--- src/rtl/sd_spi_pkg.sv ---
// Shared types and constants for the SPI-mode SD-card host.
package sd_spi_pkg;

   typedef enum logic [1:0] {
      IDLE,
      LOW,
      HIGH,
      DONE
   } spi_state_t;

   // MOSI value for dummy bytes (card init clock train, response polling)
   localparam logic [7:0] SPI_IDLE_BYTE = 8'hFF;

   // Half SCK periods in clk_sys cycles at 25 MHz: ~390 kHz init, 12.5 MHz fast
   localparam int unsigned SPI_H_SLOW_DEF = 32;
   localparam int unsigned SPI_H_FAST_DEF = 1;

endpackage

--- src/rtl/sd_spi_master_if.sv ---
// CPU-side request/response bus of the SD SPI host.
interface sd_spi_master_if;

   logic       start;
   logic       start_burst;
   logic [7:0] burst_len;
   logic [7:0] tx_data;
   logic       slow;
   logic       cs_en;
   logic       busy;
   logic       done;
   logic [7:0] rx_data;

   // Disk logic issuing byte requests
   modport master (
      output start, start_burst, burst_len, tx_data, slow, cs_en,
      input  busy, done, rx_data
   );

   // SPI host serving the requests
   modport slave (
      input  start, start_burst, burst_len, tx_data, slow, cs_en,
      output busy, done, rx_data
   );

endinterface

--- src/rtl/sd_spi_halfclk.sv ---
// Loadable half-SCK-period down-counter; tick marks the last cycle of a half period.
module sd_spi_halfclk #(
   parameter int unsigned W = 6
) (
   input  logic         clk,
   input  logic         rst_n,
   input  logic         load,
   input  logic [W-1:0] load_val,
   output logic         tick
);

   logic [W-1:0] cnt_q, cnt_d;
   logic         run_q, run_d;

   // Reload on request, otherwise count down and stop after expiring
   always_comb begin
      cnt_d = cnt_q;
      run_d = run_q;
      if (load) begin
         cnt_d = load_val;
         run_d = 1'b1;
      end else if (run_q) begin
         if (cnt_q == '0) begin
            run_d = 1'b0;
         end else begin
            cnt_d = cnt_q - W'(1);
         end
      end
   end

   // Counter state
   always_ff @(posedge clk or negedge rst_n) begin
      if (!rst_n) begin
         cnt_q <= '0;
         run_q <= 1'b0;
      end else begin
         cnt_q <= cnt_d;
         run_q <= run_d;
      end
   end

   assign tick = run_q && (cnt_q == '0);

endmodule

--- src/rtl/sd_spi_master.sv ---
// SPI mode-0 SD-card host: single bytes or 0xFF bursts, MSB first, slow/fast SCK.
module sd_spi_master
   import sd_spi_pkg::*;
#(
   parameter int unsigned H_SLOW = SPI_H_SLOW_DEF,
   parameter int unsigned H_FAST = SPI_H_FAST_DEF
) (
   input  logic           clk_sys,
   input  logic           reset_n,
   sd_spi_master_if.slave bus,
   output logic           sd_sck,
   output logic           sd_cs,
   output logic           sd_sdi,
   input  logic           sd_sdo
);

   // Counter is sized for the slow rate; H_FAST is expected to be <= H_SLOW
   localparam int unsigned   HW      = $clog2(H_SLOW + 1);
   localparam logic [HW-1:0] SLOW_M1 = HW'(H_SLOW - 1);
   localparam logic [HW-1:0] FAST_M1 = HW'(H_FAST - 1);

   spi_state_t    state_q, state_d;
   logic [7:0]    shreg_q, shreg_d;
   logic [2:0]    idx_q, idx_d;
   logic [7:0]    rem_q, rem_d;
   logic          slow_q, slow_d;
   logic          sck_q, sck_d;
   logic          sdi_q, sdi_d;
   logic          cs_q, cs_d;
   logic          busy_q, busy_d;
   logic          done_q, done_d;
   logic [7:0]    rx_q, rx_d;

   logic          hc_load;
   logic [HW-1:0] hc_val;
   logic          hc_tick;

   sd_spi_halfclk #(
      .W(HW)
   ) u_halfclk (
      .clk      (clk_sys),
      .rst_n    (reset_n),
      .load     (hc_load),
      .load_val (hc_val),
      .tick     (hc_tick)
   );

   // Transfer sequencing: next state, shift register and registered pin values
   always_comb begin
      state_d = state_q;
      shreg_d = shreg_q;
      idx_d   = idx_q;
      rem_d   = rem_q;
      slow_d  = slow_q;
      sck_d   = sck_q;
      sdi_d   = sdi_q;
      cs_d    = cs_q;
      busy_d  = busy_q;
      done_d  = done_q;
      rx_d    = rx_q;
      hc_load = 1'b0;
      hc_val  = slow_q ? SLOW_M1 : FAST_M1;

      unique case (state_q)
         IDLE: begin
            cs_d = ~bus.cs_en;
            if (bus.start) begin
               shreg_d = bus.tx_data;
               rem_d   = 8'd1;
               idx_d   = '0;
               slow_d  = bus.slow;
               sdi_d   = bus.tx_data[7];
               busy_d  = 1'b1;
               hc_load = 1'b1;
               hc_val  = bus.slow ? SLOW_M1 : FAST_M1;
               state_d = LOW;
            end else if (bus.start_burst) begin
               busy_d = 1'b1;
               if (bus.burst_len != 8'd0) begin
                  shreg_d = SPI_IDLE_BYTE;
                  rem_d   = bus.burst_len;
                  idx_d   = '0;
                  slow_d  = bus.slow;
                  sdi_d   = 1'b1;
                  hc_load = 1'b1;
                  hc_val  = bus.slow ? SLOW_M1 : FAST_M1;
                  state_d = LOW;
               end else begin
                  state_d = DONE;
               end
            end
         end

         LOW: begin
            if (hc_tick) begin
               sck_d   = 1'b1;
               shreg_d = {shreg_q[6:0], sd_sdo};
               hc_load = 1'b1;
               state_d = HIGH;
            end
         end

         HIGH: begin
            if (hc_tick) begin
               sck_d = 1'b0;
               if (idx_q != 3'd7) begin
                  sdi_d   = shreg_q[7];
                  idx_d   = idx_q + 3'd1;
                  hc_load = 1'b1;
                  state_d = LOW;
               end else begin
                  rx_d  = shreg_q;
                  rem_d = (rem_q != 8'd0) ? rem_q - 8'd1 : 8'd0;
                  if (rem_q <= 8'd1) begin
                     // done is raised on this edge so it lands 16*H*N+1 after the request
                     done_d  = 1'b1;
                     sdi_d   = 1'b1;
                     state_d = DONE;
                  end else begin
                     shreg_d = SPI_IDLE_BYTE;
                     sdi_d   = 1'b1;
                     idx_d   = '0;
                     hc_load = 1'b1;
                     state_d = LOW;
                  end
               end
            end
         end

         DONE: begin
            // Zero-length bursts arrive here with done still low: pulse first, then leave
            if (!done_q) begin
               done_d = 1'b1;
            end else begin
               done_d  = 1'b0;
               busy_d  = 1'b0;
               sdi_d   = 1'b1;
               state_d = IDLE;
            end
         end

         default: state_d = IDLE;
      endcase
   end

   // FSM and output registers
   always_ff @(posedge clk_sys or negedge reset_n) begin
      if (!reset_n) begin
         state_q <= IDLE;
         shreg_q <= '0;
         idx_q   <= '0;
         rem_q   <= '0;
         slow_q  <= 1'b0;
         sck_q   <= 1'b0;
         sdi_q   <= 1'b1;
         cs_q    <= 1'b1;
         busy_q  <= 1'b0;
         done_q  <= 1'b0;
         rx_q    <= '0;
      end else begin
         state_q <= state_d;
         shreg_q <= shreg_d;
         idx_q   <= idx_d;
         rem_q   <= rem_d;
         slow_q  <= slow_d;
         sck_q   <= sck_d;
         sdi_q   <= sdi_d;
         cs_q    <= cs_d;
         busy_q  <= busy_d;
         done_q  <= done_d;
         rx_q    <= rx_d;
      end
   end

   assign sd_sck      = sck_q;
   assign sd_cs       = cs_q;
   assign sd_sdi      = sdi_q;
   assign bus.busy    = busy_q;
   assign bus.done    = done_q;
   assign bus.rx_data = rx_q;

endmodule

--- src/flat_wrapper.sv ---
// flat-port wrapper written by rule: the top's interface ports become plain ports
module sd_spi_master_flat import sd_spi_pkg::*;
#(
   parameter int unsigned H_SLOW = SPI_H_SLOW_DEF,
   parameter int unsigned H_FAST = SPI_H_FAST_DEF
)
  (clk_sys, reset_n, sd_sck, sd_cs, sd_sdi, sd_sdo, bus_start, bus_start_burst, bus_burst_len, bus_tx_data, bus_slow, bus_cs_en, bus_busy, bus_done, bus_rx_data);
  sd_spi_master_if bus_i ();
  input  logic clk_sys;
  input  logic reset_n;
  output logic sd_sck;
  output logic sd_cs;
  output logic sd_sdi;
  input  logic sd_sdo;
  input wire logic [$bits(bus_i.start)-1:0] bus_start;
  input wire logic [$bits(bus_i.start_burst)-1:0] bus_start_burst;
  input wire logic [$bits(bus_i.burst_len)-1:0] bus_burst_len;
  input wire logic [$bits(bus_i.tx_data)-1:0] bus_tx_data;
  input wire logic [$bits(bus_i.slow)-1:0] bus_slow;
  input wire logic [$bits(bus_i.cs_en)-1:0] bus_cs_en;
  output wire logic [$bits(bus_i.busy)-1:0] bus_busy;
  output wire logic [$bits(bus_i.done)-1:0] bus_done;
  output wire logic [$bits(bus_i.rx_data)-1:0] bus_rx_data;
  assign bus_i.start = bus_start;
  assign bus_i.start_burst = bus_start_burst;
  assign bus_i.burst_len = bus_burst_len;
  assign bus_i.tx_data = bus_tx_data;
  assign bus_i.slow = bus_slow;
  assign bus_i.cs_en = bus_cs_en;
  assign bus_busy = bus_i.busy;
  assign bus_done = bus_i.done;
  assign bus_rx_data = bus_i.rx_data;
  sd_spi_master #(.H_SLOW(H_SLOW), .H_FAST(H_FAST)) u_core (.clk_sys(clk_sys), .reset_n(reset_n), .bus(bus_i), .sd_sck(sd_sck), .sd_cs(sd_cs), .sd_sdi(sd_sdi), .sd_sdo(sd_sdo));
endmodule
--- config.mk ---
export PLATFORM = sky130hd
export DESIGN_NAME = sd_spi_master_flat
export DESIGN_NICKNAME = d
export VERILOG_FILES = /design/src/rtl/sd_spi_pkg.sv /design/src/rtl/sd_spi_master_if.sv /design/src/rtl/sd_spi_halfclk.sv /design/src/rtl/sd_spi_master.sv /design/src/flat_wrapper.sv
export SDC_FILE = /design/constraint.sdc
export NUM_CORES = 1
export LEC_CHECK = 0
export CORE_MARGIN = 2
export CORE_UTILIZATION = 61
export CTS_BUF_LIST = sky130_fd_sc_hd__clkbuf_8
export CTS_CLUSTER_DIAMETER = 60
export DETAILED_ROUTE_END_ITERATION = 8
export PLACE_DENSITY = 0.94
export SETUP_SLACK_MARGIN = 0.1
export SKIP_CTS_REPAIR_TIMING = 1
export SYNTH_ARGS = -nofsm -noshare
export SYNTH_HDL_FRONTEND = slang
export SYNTH_HIERARCHICAL = 1
export SYNTH_SLANG_ARGS = --single-unit
--- constraint.sdc ---
create_clock -name clk_sys -period 6.25 [get_ports clk_sys]
set_input_delay 0.625 -clock clk_sys [delete_from_list [all_inputs] [get_ports clk_sys]]
set_output_delay 0.625 -clock clk_sys [all_outputs]
set_load 0.03 [all_outputs]
==> metrics.csv, run 1 <==
metric;value;unit
status;completed;
syn_inst;270;
min_period;3.82;ns
whs;0.466;ns
wire_per_inst;17.0;um
drt_iter0_drc;201;
viasPerCell;6.45;
maxCapViolCount;0;
antenna_found_initial;0;
die_w;69.8;um
final_nets;335;
clockBufferDepth;2;
maxSlewHeadroom;28.0;%
final_util;76.1;%
tightest_slew;1.08;ns
fmaxAchievable;262;MHz
multi_input_area;0.00149;mm^2
drt-pass1-iter-count;4;
critPathKind;flop to flop;
final_cells;352;
crit_arrival;3.99;ns
rr_startpoint;u_core/u_halfclk/cnt_q[0];
synth-edff-count;0;
cts_sinks;42;
n_fill_cell;266;
r2r_cells;10;
gp_congestion;0.939;
endpoint;u_core/u_halfclk/cnt_q[0];
syn2layout_area_growth;17.8;%
seqPwrFrac;32.8;%
vias;2271;
ys_ff_latch;42;
dp_cells;344;
netlist_area;0.00264;mm^2
grt_usage;25.4;%
final_antenna_net_count;0;
drc;0;
avgSynthCellArea;9.79;um^2
numCtsBuffers;5;
drive_above_1_share;14.2;%
dpl_worst_slack;2.59;ns
fp.coreArea;0.00409;mm^2
slew_viol_final;0;
vdd_drop_max;0.299;mV
final_cell_mix;40 x dfrtp_1, 34 x clkdlybuf4s50_1, 23 x a21oi_1;
intPower;855;uW
rows;23;
power_density;478;mW/mm^2
rsz0062_at_grt;no;
route.met2.wl;2.80;mm
yosysSeqAreaShare;39.9;%
clk-insertion-delay-late;0.29;ns
diodes;0;
synth_ff_type;dfrtp_1;
async_flop_share;100;%
port-buffer-count;35;
fp.dieArea;0.00487;mm^2
critPathRequiredTime;6.43;ns
fin_ws;2.43;ns
overflow;0;
power.switching;634;uW
min_path_type;input port to async pin;
leakage;1.31;nW
yosys_warnings;6;
power_frac_comb;53.5;%
ios;36;
fin_setup_tns;0;ns
p_total;1.49;mW
dp_hpwl;4.21;mm
routed-wl-met3;326;um
post-route-cell-area;0.00311;mm^2
first_global_vias;2182;
path_max_fanout;16;
r2r_slack;2.43;ns
die_h;69.8;um
top_layer;met4;
crit_path_start;u_core/u_halfclk/cnt_q[0];
final_common_cell;dfrtp_1;
pwr-share-clk;13.7;%
syn_nets;304;
cts_max_level;2;
finClkSkew;0.00246;ns
r2r_end;u_core/u_halfclk/cnt_q[0];
regArea;0.00105;mm^2
period_share;61.1;%
grt_pass1_wl;10.1;mm
swShare;42.6;%
met1_length;2.75;mm
root_buffer;clkbuf_8;
cts_tree;done;
clk_pin_slew;0.07;ns
grt_max_degree;43;
wl;5.99;mm
initial_core_util;64.7;%
cp-end-kind;flop;
setup_viol;0;
crit_path_start_kind;flop;
dpl-instance-area;0.00301;mm^2
hold_viol_final;0;
synthDistinctLibCells;63;
==> critical path, stage by stage (launching register included) <==
cell and delay, ns:
dfrtp_1 0.42, inv_1 0.12, ha_1 0.24, or4b_4 0.53, nor3b_1 0.83, and2_1 0.25
a31oi_1 0.05, a21oi_1 0.89, nor3b_1 0.13, a21oi_1 0.16, nand3_1 0.09
==> registers in the layout, summed over array words and instances, names as in the netlist, 2 cells and up <==
signal,flops
u_core/idx_q,3
u_core/shreg_q,8
u_core/rem_q,8
u_core/bus.rx_data,8
u_core/state_q,2
u_core/u_halfclk/cnt_q,6
==> kinds of logic (layout without fill, tap and decap cells) <==
group / count (synthesis) / count (layout) / synth area share [%]
simple gates: 92 / 92 / 20.5
buf+inv: 24 / 56 / 3.69
mux: 23 / 23 / 9.71
fa+ha+maj: 11 / 11 / 5.21
flops: 42 / 42 / 39.9
compound gates: 77 / 77 / 20.9
other cells: 1 / 1 / 0.142
==> layer usage <==
metal  up-vias  track usage (%)
met2        91             40.1
met4         0             10.3
li1       1082                -
met3        14             4.07
met5         -                0
met1      1084             35.0
==> final cells by class <==
cell class	count	area share, %
clock buffers	5	2.21
clock inverters	3	1.21
inverters	12	1.45
multi-input cells	204	47.9
flip-flops and latches	42	33.9
well taps	50	2.01
repair buffers	36	11.3
==> synth_stat cells (4+ instances only) <==
| cell type | n | area [um^2] |
|---|---|---|
| and4_1 | 4 | 35.0 |
| nand3_1 | 7 | 35.0 |
| nand2b_1 | 6 | 37.5 |
| inv_1 | 12 | 45.0 |
| o2bb2ai_1 | 4 | 35.0 |
| nor2b_1 | 4 | 25.0 |
| ha_1 | 11 | 138 |
| nor2_1 | 20 | 75.1 |
| dfrtp_1 | 40 | 1000 |
| o21ai_0 | 6 | 30.0 |
| mux2_2 | 21 | 236 |
| o211ai_1 | 6 | 45.0 |
| buf_2 | 5 | 25.0 |
| nor3_1 | 8 | 40.0 |
| nand2_1 | 16 | 60.1 |
| a21oi_1 | 23 | 115 |
| clkbuf_1 | 6 | 22.5 |
==> worst min path at each step <==
stage,from,end,slack [ns],cells past startpoint
floorplan,reset_n,u_core/bus.busy,0.33,0
global placement,u_core/sd_cs,u_core/sd_cs,0.45,2
detailed placement,u_core/sd_cs,u_core/sd_cs,0.46,2
CTS,u_core/sd_cs,u_core/sd_cs,0.47,2
global route,u_core/sd_cs,u_core/sd_cs,0.52,2
finish,reset_n,u_core/rem_q[7],0.47,1
==> power groups by stage <==
stage | Sequential, mW | Combinational [mW] | Clock, mW
detailed placement | 0.488 | 0.775 | 0
global route | 0.501 | 0.874 | 0.217
CTS | 0.483 | 0.781 | 0.208
finish | 0.488 | 0.796 | 0.205
global placement | 0.484 | 0.746 | 0
floorplan | 0.484 | 0.588 | 0
Power figures use the tool's default switching activity.
==> inputs of run 2 (changes only) <==
Settings changed: CORE_UTILIZATION 61 to 51, PLACE_DENSITY 0.94 to 0.85.
Clock period 6.25 ns to 3.1 ns, I/O delays scaled along.
==> metrics.csv, run 2 (synthesis gave the netlist of run 1 again) <==
metric;value;unit;change
status;completed;;unchanged
r2r_cells;12;;was 10
viasPerCell;5.89;;was 6.45
leakage;1.35;nW;was 1.31 nW
critPathKind;flop to flop;;unchanged
grt_usage;22.3;%;was 25.4%
clk_pin_slew;0.08;ns;was 0.07 ns
maxCapViolCount;0;;unchanged
min_path_type;input port to async pin;;unchanged
rsz0062_at_grt;no;;unchanged
r2r_end;u_core/u_halfclk/cnt_q[0];;unchanged
tightest_slew;0.927;ns;was 1.08 ns
cp_num_buf_inv;3;;was 1
crit_arrival;2.88;ns;was 3.99 ns
wire_per_inst;16.0;um;was 17.0 um
drive_above_1_share;17.4;%;was 14.2%
clk-insertion-delay-late;0.29;ns;about the same
ios;36;;unchanged
clockBufferDepth;2;;unchanged
critPathSlowestCell;or4b_4;;was a21oi_1
rr_startpoint;u_core/u_halfclk/cnt_q[0];;unchanged
final_antenna_net_count;0;;unchanged
root_buffer;clkbuf_8;;unchanged
fp.dieArea;0.00577;mm^2;was 0.00487 mm^2
multi_input_area;0.00150;mm^2;was 0.00149 mm^2
finClkSkew;0.00829;ns;was 0.00246 ns
p_total;3.08;mW;was 1.49 mW
drt_iter0_drc;221;;was 201
fp.coreArea;0.00504;mm^2;was 0.00409 mm^2
gp_congestion;0.879;;was 0.939
die_w;76.0;um;was 69.8 um
final_cell_mix;40 x dfrtp_1, 34 x clkdlybuf4s50_1, 23 x a21oi_1;;unchanged
slew_viol_final;0;;unchanged
initial_core_util;52.4;%;was 64.7%
syn2layout_area_growth;21.6;%;was 17.8%
cpPeakStageDelay;0.51;ns;was 0.89 ns
final_common_cell;dfrtp_1;;unchanged
dp_hpwl;4.43;mm;was 4.21 mm
path_max_fanout;16;;unchanged
final_nets;343;;was 335
drc;0;;unchanged
crit_chain;inv_1 > ha_2 > or4b_4 > nor3b_2 > buf_4 > and2_1 > a31oi_1 > a21oi_1 > buf_4 > nor3b_1 > a21oi_1 > nand3_1;;was inv_1 > ha_1 > or4b_4 > nor3b_1 > and2_1 > a31oi_1 > a21oi_1 > nor3b_1 > a21oi_1 > nand3_1
antenna_found_initial;0;;unchanged
critPathRequiredTime;3.27;ns;was 6.43 ns
fin_setup_tns;0;ns;unchanged
cts_max_level;2;;unchanged
overflow;0;;unchanged
grt_max_degree;43;;unchanged
fmaxAchievable;369;MHz;was 262 MHz
cts_tree;done;;unchanged
n_fill_cell;409;;was 266
period_share;87.5;%;was 61.1%
power_density;958;mW/mm^2;was 478 mW/mm^2
first_global_vias;2176;;was 2182
port-buffer-count;35;;unchanged
cp-end-kind;flop;;unchanged
wl;6.08;mm;was 5.99 mm
regArea;0.00105;mm^2;unchanged
vdd_drop_max;0.574;mV;was 0.299 mV
drt-pass1-iter-count;4;;unchanged
grt_pass1_wl;10.6;mm;was 10.1 mm
min_period;2.71;ns;was 3.82 ns
r2r_slack;0.39;ns;was 2.43 ns
diodes;0;;unchanged
crit_family;simple AND/OR/NAND/NOR gates;;unchanged
crit_path_start_kind;flop;;unchanged
numCtsBuffers;5;;unchanged
die_h;76.0;um;was 69.8 um
hold_viol_final;0;;unchanged
rows;26;;was 23
setup_viol;0;;unchanged
cts_sinks;42;;unchanged
vias;2240;;was 2271
maxSlewHeadroom;38.2;%;was 28.0%
-- run 2: layer usage --
layer	track usage (%)	part of all wire [%]	wire length, um
met5	0	0	0
met1	29.1	44	2660
met4	6.00	1.1	65
met2	37.8	50	3060
met3	4.98	4.7	285
-- run 2: worst max path at each step --
stage | cells after the start | start | slack [ns] | end
CTS | 9 | u_core/u_halfclk/cnt_q[0] | 0.33 | u_core/shreg_q[0]
detailed placement | 9 | u_core/u_halfclk/cnt_q[0] | 0.37 | u_core/shreg_q[6]
finish | 12 | u_core/u_halfclk/cnt_q[0] | 0.39 | u_core/u_halfclk/cnt_q[0]
global placement | 9 | u_core/u_halfclk/cnt_q[0] | 0.44 | u_core/shreg_q[0]
global route | 12 | u_core/u_halfclk/cnt_q[0] | 0.14 | u_core/u_halfclk/cnt_q[0]
floorplan | 12 | u_core/u_halfclk/cnt_q[0] | 0.39 | u_core/u_halfclk/cnt_q[0]
-- run 2: layout make-up --
type | instances | share of cell area, %
repair buffers | 44 | 12.8
multi-input cells | 204 | 46.6
well taps | 70 | 2.72
flip-flops and latches | 42 | 32.8
inverters | 12 | 1.40
clock buffers | 6 | 2.57
clock inverters | 2 | 1.05
-- run 2: where the power goes --
part	total, mW	leakage [nW]	switching [mW]	internal [mW]
Clock	0.442	0.0626	0.183	0.259
Combinational	1.65	0.770	0.874	0.774
Sequential	0.989	0.515	0.223	0.765
-- run 2: stage by stage --
step / utilization [%] / instance area (um^2) / hold slack, ns / std cells / setup WS [ns]
after detailed placement: 61.3 / 3090 / 0.470 / 372 / 0.366
final: 63.7 / 3210 / 0.153 / 380 / 0.388
after floorplan: - / 2640 / 0.0144 / 270 / 0.385
after global routing: 63.7 / 3210 / 0.232 / 380 / 0.143
after CTS: 63.6 / 3210 / 0.193 / 380 / 0.332
after global placement: 61.3 / 3090 / 0.455 / 372 / 0.441
-- run 2: worst reg2reg max path: cells and delay by family, from the launching register on --
family	cells	cell delay [ns]
fa+ha+maj	1	0.22
simple gates	5	1.05
compound gates	3	0.38
flops	1	0.42
buf+inv	3	0.52
